===== config.mk =====
export PLATFORM = sky130hd
export DESIGN_NAME = fetch_pc_unit
export DESIGN_NICKNAME = d
export VERILOG_FILES = /design/src/rtl/fetch_pc_unit_pkg.sv /design/src/rtl/fetch_flush_ctr.sv /design/src/rtl/fetch_pc_unit.sv
export SDC_FILE = /design/constraint.sdc
export NUM_CORES = 1
export LEC_CHECK = 0
export CAP_MARGIN = 20
export CELL_PAD_IN_SITES_DETAIL_PLACEMENT = 1
export CELL_PAD_IN_SITES_GLOBAL_PLACEMENT = 2
export CORE_UTILIZATION = 22
export DETAILED_ROUTE_END_ITERATION = 8
export PLACE_DENSITY = 0.76
export REMOVE_ABC_BUFFERS = 1
export SLEW_MARGIN = 30
export SYNTH_ARGS = -nofsm -noshare
export SYNTH_HDL_FRONTEND = slang
export SYNTH_SLANG_ARGS = --single-unit
export TNS_END_PERCENT = 20

===== constraint.sdc =====
create_clock -name clk -period 2.18 [get_ports clk]
set_clock_uncertainty 0.15 [all_clocks]
set_input_delay 0.218 -clock clk [delete_from_list [all_inputs] [get_ports clk]]
set_output_delay 0.218 -clock clk [all_outputs]
set_load 0.005 [all_outputs]

===== src/rtl/fetch_pc_unit_pkg.sv =====
// rtl/fetch_pc_unit_pkg.sv - shared types and constants for the fetch PC unit
package fetch_pc_unit_pkg;

  // Fetch sequencing states
  typedef enum logic [1:0] {
    BOOT  = 2'd0,
    RUN   = 2'd1,
    FLUSH = 2'd2
  } fetch_state_e;

  // Bubble instruction placed in IF/ID (addi x0,x0,0)
  localparam logic [31:0] NOP_INST = 32'h0000_0013;

  // Sequential fetch stride in bytes
  localparam int unsigned PC_INC = 4;

  // Width of the squash down-counter
  localparam int unsigned FLUSH_CTR_W = 8;

endpackage


===== src/rtl/fetch_flush_ctr.sv =====
// rtl/fetch_flush_ctr.sv - loadable down-counter timing the post-redirect squash window
module fetch_flush_ctr #(
  parameter int unsigned W = 8
) (
  input  logic         clk,
  input  logic         reset,
  input  logic         load,
  input  logic [W-1:0] load_val,
  input  logic         dec,
  output logic [W-1:0] count,
  output logic         is_zero
);

  logic [W-1:0] count_q;
  logic [W-1:0] count_d;

  // Load wins over decrement; decrement stops at zero
  always_comb begin
    count_d = count_q;
    if (load) begin
      count_d = load_val;
    end else if (dec && (count_q != '0)) begin
      count_d = count_q - W'(1);
    end
  end

  // Counter register, cleared on reset so no stale flush survives it
  always_ff @(posedge clk) begin
    if (!reset) begin
      count_q <= '0;
    end else begin
      count_q <= count_d;
    end
  end

  assign count   = count_q;
  assign is_zero = (count_q == '0);

endmodule


===== src/rtl/fetch_pc_unit.sv =====
// rtl/fetch_pc_unit.sv - fetch PC sequencer with IF/ID register, redirect squash and error flags
module fetch_pc_unit
  import fetch_pc_unit_pkg::*;
#(
  parameter int unsigned PC_W      = 9,
  parameter int unsigned RESET_PC  = 0,
  parameter int unsigned FLUSH_CYC = 2
) (
  input  logic            clk,
  input  logic            reset,
  input  logic            PcSel,
  input  logic [31:0]     BrPC,
  input  logic            Stall,
  input  logic [31:0]     Inst_in,
  output logic [PC_W-1:0] PC,
  output logic [PC_W-1:0] IF_PC,
  output logic [31:0]     IF_Inst,
  output logic            IF_Valid,
  output logic            Flush,
  output logic            Misalign_Err,
  output logic            Range_Err,
  output logic [15:0]     Redirect_Cnt
);

  localparam logic [PC_W-1:0]        RST_PC    = PC_W'(RESET_PC);
  localparam logic [PC_W-1:0]        PC_STEP   = PC_W'(PC_INC);
  localparam logic [FLUSH_CTR_W-1:0] FLUSH_LD  = FLUSH_CTR_W'(FLUSH_CYC - 1);

  fetch_state_e    state_q, state_d;
  logic [PC_W-1:0] pc_q, pc_d;
  logic [PC_W-1:0] if_pc_q, if_pc_d;
  logic [31:0]     if_inst_q, if_inst_d;
  logic            if_valid_q, if_valid_d;
  logic            flush_q, flush_d;
  logic            misalign_q, misalign_d;
  logic            range_q, range_d;
  logic [15:0]     redirect_cnt_q, redirect_cnt_d;

  logic                   ctr_load;
  logic                   ctr_dec;
  logic                   ctr_zero;
  logic [FLUSH_CTR_W-1:0] ctr_count;

  logic [PC_W-1:0] br_target;
  logic            br_misalign;
  logic            br_range;

  // Redirect target is word-aligned and truncated to the fetch address width
  always_comb begin
    br_target   = {BrPC[PC_W-1:2], 2'b00};
    br_misalign = (BrPC[1:0] != 2'b00);
    br_range    = ((BrPC >> PC_W) != 32'd0);
  end

  // Next-state and next-register logic: redirect beats stall beats sequential fetch
  always_comb begin
    state_d        = state_q;
    pc_d           = pc_q;
    if_pc_d        = if_pc_q;
    if_inst_d      = if_inst_q;
    if_valid_d     = if_valid_q;
    misalign_d     = misalign_q;
    range_d        = range_q;
    redirect_cnt_d = redirect_cnt_q;
    ctr_load       = 1'b0;
    ctr_dec        = 1'b0;

    case (state_q)
      BOOT: begin
        // One settling cycle; PC stays at the reset address
        state_d    = RUN;
        if_valid_d = 1'b0;
      end
      RUN, FLUSH: begin
        if (PcSel) begin
          state_d    = FLUSH;
          pc_d       = br_target;
          if_valid_d = 1'b0;
          ctr_load   = 1'b1;
          misalign_d = misalign_q | br_misalign;
          range_d    = range_q | br_range;
          if (redirect_cnt_q != 16'hFFFF) begin
            redirect_cnt_d = redirect_cnt_q + 16'd1;
          end
        end else if (!Stall) begin
          if ((state_q == RUN) || ctr_zero) begin
            // Squash window over (or never open): fetch at PC, which holds the target after a redirect
            state_d    = RUN;
            if_pc_d    = pc_q;
            if_inst_d  = Inst_in;
            if_valid_d = 1'b1;
            pc_d       = pc_q + PC_STEP;
          end else begin
            ctr_dec = 1'b1;
          end
        end
      end
      default: begin
        state_d = BOOT;
      end
    endcase

    flush_d = (state_d == FLUSH);
  end

  // Pipeline state registers
  always_ff @(posedge clk) begin
    if (!reset) begin
      state_q        <= BOOT;
      pc_q           <= RST_PC;
      if_pc_q        <= '0;
      if_inst_q      <= NOP_INST;
      if_valid_q     <= 1'b0;
      flush_q        <= 1'b0;
      misalign_q     <= 1'b0;
      range_q        <= 1'b0;
      redirect_cnt_q <= '0;
    end else begin
      state_q        <= state_d;
      pc_q           <= pc_d;
      if_pc_q        <= if_pc_d;
      if_inst_q      <= if_inst_d;
      if_valid_q     <= if_valid_d;
      flush_q        <= flush_d;
      misalign_q     <= misalign_d;
      range_q        <= range_d;
      redirect_cnt_q <= redirect_cnt_d;
    end
  end

  fetch_flush_ctr #(
    .W (FLUSH_CTR_W)
  ) u_flush_ctr (
    .clk      (clk),
    .reset    (reset),
    .load     (ctr_load),
    .load_val (FLUSH_LD),
    .dec      (ctr_dec),
    .count    (ctr_count),
    .is_zero  (ctr_zero)
  );

  logic unused_ctr;
  assign unused_ctr = ^ctr_count;

  assign PC           = pc_q;
  assign IF_PC        = if_pc_q;
  assign IF_Inst      = if_inst_q;
  assign IF_Valid     = if_valid_q;
  assign Flush        = flush_q;
  assign Misalign_Err = misalign_q;
  assign Range_Err    = range_q;
  assign Redirect_Cnt = redirect_cnt_q;

endmodule


== After elaboration in Yosys (flattened, before gate mapping) ==
Index checks and enable logic that the tools add are counted.
Storage, ports and cells
  register bits after elaboration: 80
  word-level logic and storage cells: 62
Cells by class
  add/subtract/negate cells: 3
  eq/ne operators: 7
  muxes and demuxes: 19
  bitwise operators: 5
  reductions and logical operators: 17
Operators by type and width (number)
  nonzero test 32 bit: 1
  two-way mux 9 bit: 3
  adder 16 x 1 -> 16 bit, second input constant: 1
  inequality test 16 bit, second input constant: 1
  two-way mux 1 bit: 11
  adder 9 x 3 -> 9 bit, second input constant: 1
  AND reduction 3 bit: 3
  logical NOT 8 bit: 1
  nonzero test 2 bit: 4
  nonzero test 8 bit: 1
  subtractor 8 x 1 -> 8 bit, second input constant: 1
  two-way mux 2 bit: 3
  inequality test 3 bit, second input constant: 2
  == test 2 bit, second input constant: 2
  one-hot mux 2 bit (2 select lines): 1
  AND reduction 4 bit: 1
  OR reduction 2 bit: 2
  inverter 1 bit: 3
  == test 2 x 1 -> 1 bit, second input constant: 1
  logical NOT 2 bit: 1
  inequality test 2 bit, second input constant: 1
  OR 1 bit: 2
  one-hot mux 1 bit (2 select lines): 1
  AND reduction 2 bit: 1
  other kinds (2): 2

== Longest topological paths before layout ==
  depth after elaboration: 9
  mapped depth: 8
  depth with buffers taken out: 6

== Hierarchy ==
From an unflattened synthesis, not the netlist that was laid out.
Second synthesis, totals
  cell total of the unflattened synthesis: 420
  area, all modules: 3459.6 um2
Modules (own cells, without submodules)
  fetch_pc_unit: instances 1, cells each 362, area an instance 2951.6 um2, seq. area each 1361.3 um2
  fetch_flush_ctr: instances 1, cells each 58, area an instance 508.0 um2, seq. area each 160.2 um2

== Worst setup path after synthesis ==
Ideal clock, no wire load.
  path kind: register to register
  start: register state_q[0]
  end: register if_inst_q[14], in the netlist IF_Inst[14]
  arrival: 1.977 ns
  data required time: 1.960 ns
  slack: -0.017 ns
  cell stages (with the launch flop): 9
  clock period less this slack: 2.197 ns
  cell sequence: dfxtp_1 > inv_1 > ha_1 > buf_2 > nor3b_1 > clkbuf_1 > clkbuf_1 > nand3_1 > a21oi_1
On the way
  word-level cells in the longest chain between the ends: 3
Ends and longest elaborated chain
  start: declaration: line fetch_pc_unit.sv:29  | fetch_state_e state_q, state_d;
  start signal: assignment: line fetch_pc_unit.sv:119  | state_q <= state_d;
  == test 2 x 1 -> 1 bit / == test 2 bit (equally long branches): line fetch_pc_unit.sv:68, fetch_pc_unit.sv:86
  OR reduction 2 bit / logical OR 1 bit (equally long branches): line fetch_pc_unit.sv:68, fetch_pc_unit.sv:86
  AND reduction 4 bit (no line) (*)
  end signal: assignment: line fetch_pc_unit.sv:122  | if_inst_q <= if_inst_d;
  end: declaration: line fetch_pc_unit.sv:32  | logic [31:0] if_inst_q, if_inst_d;
Mark *: on every way between the ends. The rest lies on a longest branch, timed or not.
A chain may end at the register's enable or synchronous reset.

== Worst setup path in the final report ==
  start: register state_q[1]
  end: register u_flush_ctr.count_q[5], in the netlist u_flush_ctr.count[5]
On the way
  word-level cells in the longest chain between the ends: 7
Ends and longest elaborated chain
  == test 2 x 1 -> 1 bit: line fetch_pc_unit.sv:68, fetch_pc_unit.sv:86
  logical OR 1 bit: line fetch_pc_unit.sv:86  | if ((state_q == RUN) || ctr_zero) begin
  two-way mux 1 bit: line fetch_pc_unit.sv:86
  two-way mux 1 bit: line fetch_pc_unit.sv:85  | end else if (!Stall) begin
  two-way mux 1 bit: line fetch_pc_unit.sv:75  | if (PcSel) begin
  two-way mux 1 bit: line fetch_pc_unit.sv:68  | case (state_q)
  logical AND 1 bit: line fetch_flush_ctr.sv:22  | end else if (dec && (count_q != '0)) begin
  end signal: assignment: line fetch_flush_ctr.sv:32  | count_q <= count_d;
  end: declaration: line fetch_flush_ctr.sv:14  | logic [W-1:0] count_q;
Several ways; a longest one is shown, not always the timed one.

==> impl_results.md <==
- Die height: 129 um
- Syn Inst Count: 427
- Dpl cell area: 0.00534 sq mm
- CP max FO: 3
- Die area: 0.0166 sq mm
- Cell Area, Synth: 0.00354 sq mm
- Initial antenna violation count: 0
- Status: finished, final reports clean
- Via Count: 3,882
- Post-synthesis sequential area ratio: 43.0%
- Minimum clock period: 2120 ps
- Vias per cell: 4.81
- Drc violations: 0
- Max H-tree Level: 3
- Synth-to-Final Area Change: 62.1%
- Multiplexer share of the synthesized area: 1.98%
- Fin nets: 660
- RSZ-0062 raised after global routing: true
- Wire per inst: 16.4 um
- Starting Density: 22.5%
- Max-Cap Viols: 0
- Compound-Gate Fraction of Synth Area: 24.8%
- Global route overflow: 0
- Core Area: 0.0158 sq mm
- EDFF count, synth: 0
- First-pass GRT wire length: 20,800 um
- Max Slew Vio Count: 0
- CTS tree: done
- Clock sink count: 76
- R2R Path End: u_flush_ctr.count[5]$_SDFFE_PP0P_
- Layout Cells excl Fill: 807
- Total GRT Usage: 16.1%
- Worst endpoint required time: 2310 ps
- Period Utilization, post-route: 97.5%
- Post-DP HPWL: 9530 um
- FMAX: 471 MHz
- Clk buf depth: 2
- Syn_area_per_cell: 8.29 sq um
- Endpoints failing hold: 0
- Final Power: 4.82 mW
- Final core occ: 36.4%
- Critical Path AT: 2250 ps
- Share of cells above drive strength 1: 14.0%
- Crit Path Class: flop to flop
- Vias in the first global route: 4,050
- Max VDD drop: 0.000412 V
- Post-Synth XOR/XNOR Area: 0.742%
- Yosys warns: 0
- Ys async rst share: 0%
- WHS: 286 ps
- Leakage power total: 2.06 nW
- Clk_lat worst skew: 340 ps
- Crit. End Element: flop
- Synth Flop Type: dfxtp_1
- Starting DRT DRC Count: 145
- Largest net degree at the start of global routing: 40
- ANT cells: 0
- Num CTS Buffers: 9
- Number of synthesized register bits: 76
- Adder-Cell Fraction of Synth Area: 2.12%
- Power Density: 839 mW/mm^2
- Critical R2R Launch: state_q[1]$_SDFF_PN0_
- Clk slew on worst S/H paths: 70 ps
- Hold Crit Depth: 3
- Crit start category: flop
- Hold Crit Start: Inst_in[20]
- Die Width: 129 um
- Worst Hold Class: primary input to flop
- Row cnt: 46
- Post-DRT Antenna Nets: 0
- # placed instances: 789
- Hold EP: IF_Inst[20]$_SDFFE_PN0P_
- Count of cell types in the netlist: 58
- Post-Synth Simple-Gate Area: 21.4%
- TritonRoute pass-1 iters: 4
- Clk root buf: clkbuf_16
- FF-to-FF setup slack: 60 ps
- Final wirelength: 13,200 um
- FF-to-FF path depth: 6
- Final setup viols: 0
- GP Congestion: 0.798
- Number of primary I/O pins: 138
- Port bufs: 133
- Final instance area: 0.00574 sq mm
- Largest family of logic cells by synthesized area: compound AO/OA/AOI/OAI gates
- # hold bufs at CTS: 0
[power by group]
| group | switching (mW) | internal, mW | total [mW] |
|---|---|---|---|
| combinational | 0.778 | 0.726 | 1.50 |
| clock | 0.624 | 1.07 | 1.69 |
| sequential | 0.102 | 1.52 | 1.62 |
[routing by layer]
layer	GRT usage, %	vias up	wire length (um)
met5	0	-	0
met4	6.92	0	266
met3	2.70	17	437
met2	28.0	80	6580
met1	19.4	1895	5940
li1	-	1890	-
[cell usage after synthesis (2+ instances only)]
cell	n	area share, %
dfxtp_1	76	43
nand3_1	55	7.8
a21oi_1	52	7.3
o21ai_0	49	6.9
nand2_1	21	2.2
nor2_1	20	2.1
clkbuf_1	19	2.0
inv_1	12	1.3
nor4_1	10	1.8
buf_2	9	1.3
or3_1	8	1.4
mux2i_1	7	2.0
nand2b_1	7	1.2
ha_1	6	2.1
nor3_1	5	0.71
buf_4	4	0.85
o311ai_0	4	0.99
a211oi_1	3	0.64
a31oi_1	3	0.53
a32o_1	3	0.85
and3_1	3	0.53
and4_1	3	0.74
o41ai_1	3	0.74
a22o_1	2	0.49
a31o_2	2	0.49
a41o_1	2	0.57
buf_1	2	0.21
nand4_1	2	0.35
o2111ai_1	2	0.49
o211a_1	2	0.57
o21a_1	2	0.42
o22ai_1	2	0.35
xor2_1	2	0.49
[what timing repair did]
action                                  in CTS  in global routing
gates resized for setup                      7                  9
buffers inserted                             0                  2
pin swaps                                    3                  2
endpoints found under the setup margin       1                 42
hold endpoints to repair                     0                  0
gates cloned                                 0                  0
[cells in the final DEF, fill, tap and decap left out, types with 4 or more instances in the layout]
cell / instances
conb_1: 4
buf_4: 44
a21oi_1: 50
or3_1: 7
clkdlybuf4s50_1: 133
nand2_1: 21
clkbuf_16: 9
nand3_1: 55
o21ai_0: 48
nand2b_1: 7
nor4_1: 10
ha_1: 5
inv_1: 10
dfxtp_1: 73
nor2_1: 20
mux2i_1: 7
nor3_1: 4
[worst max path at each step]
stage | start | to | cells past startpoint
2_1_floorplan | state_q[0]$_SDFF_PN0_ | u_flush_ctr.count[4]$_SDFFE_PP0P_ | 6
3_3_place_gp | PcSel | Redirect_Cnt[15]$_SDFFE_PN0P_ | 6
3_5_place_dp | PcSel | Redirect_Cnt[14]$_SDFFE_PN0P_ | 7
4_1_cts | state_q[0]$_SDFF_PN0_ | u_flush_ctr.count[5]$_SDFFE_PP0P_ | 6
5_1_grt | state_q[1]$_SDFF_PN0_ | Redirect_Cnt[13]$_SDFFE_PN0P_ | 7
6_report | state_q[1]$_SDFF_PN0_ | u_flush_ctr.count[5]$_SDFFE_PP0P_ | 6
[flip-flops by register name, summed over array words and instances (netlist names)]
name               count
Redirect_Cnt          16
IF_Valid               1
Misalign_Err           1
u_flush_ctr.count      8
Range_Err              1
IF_Inst               32
IF_PC                  7
PC                     7
state_q                2
Flush                  1
[logic make-up (layout without fill, tap and decap cells)]
kind of cell	Yosys count	count (layout)
and+or+nand+nor	143	143
other	1	4
buffers and inverters	47	208
muxes	7	7
AOI/OAI and AO/OA	144	144
xor gates and xnor gates	3	3
adders and majority gates	6	6
DFF	76	76
[layout make-up]
cell class / count / area [sq um]
clock buffer: 11 / 253
multi-input combinational: 307 / 1870
sequential: 76 / 1530
inverter: 12 / 45.0
timing repair buffer: 180 / 1700
fill: 1871 / 10000
tap: 216 / 270
clock inverter: 5 / 82.6
[worst max-delay path, cell delays in order, from the launching register on]
cell and delay, ps:
dfxtp_2 330, inv_1 80, ha_4 270, or3b_4 390
a2111o_1 390, or3_4 340, a21oi_2 120
[metrics by stage]
stage	worst slack, ps	setup TNS [ps]
global placement	-32.1	-157
global route	-17.3	-17.3
detailed placement	-112	-398
floorplan	-2220	-65440
CTS	2.20	0
finish	55.5	0
No activity file was read; power rests on OpenSTA's default activity.
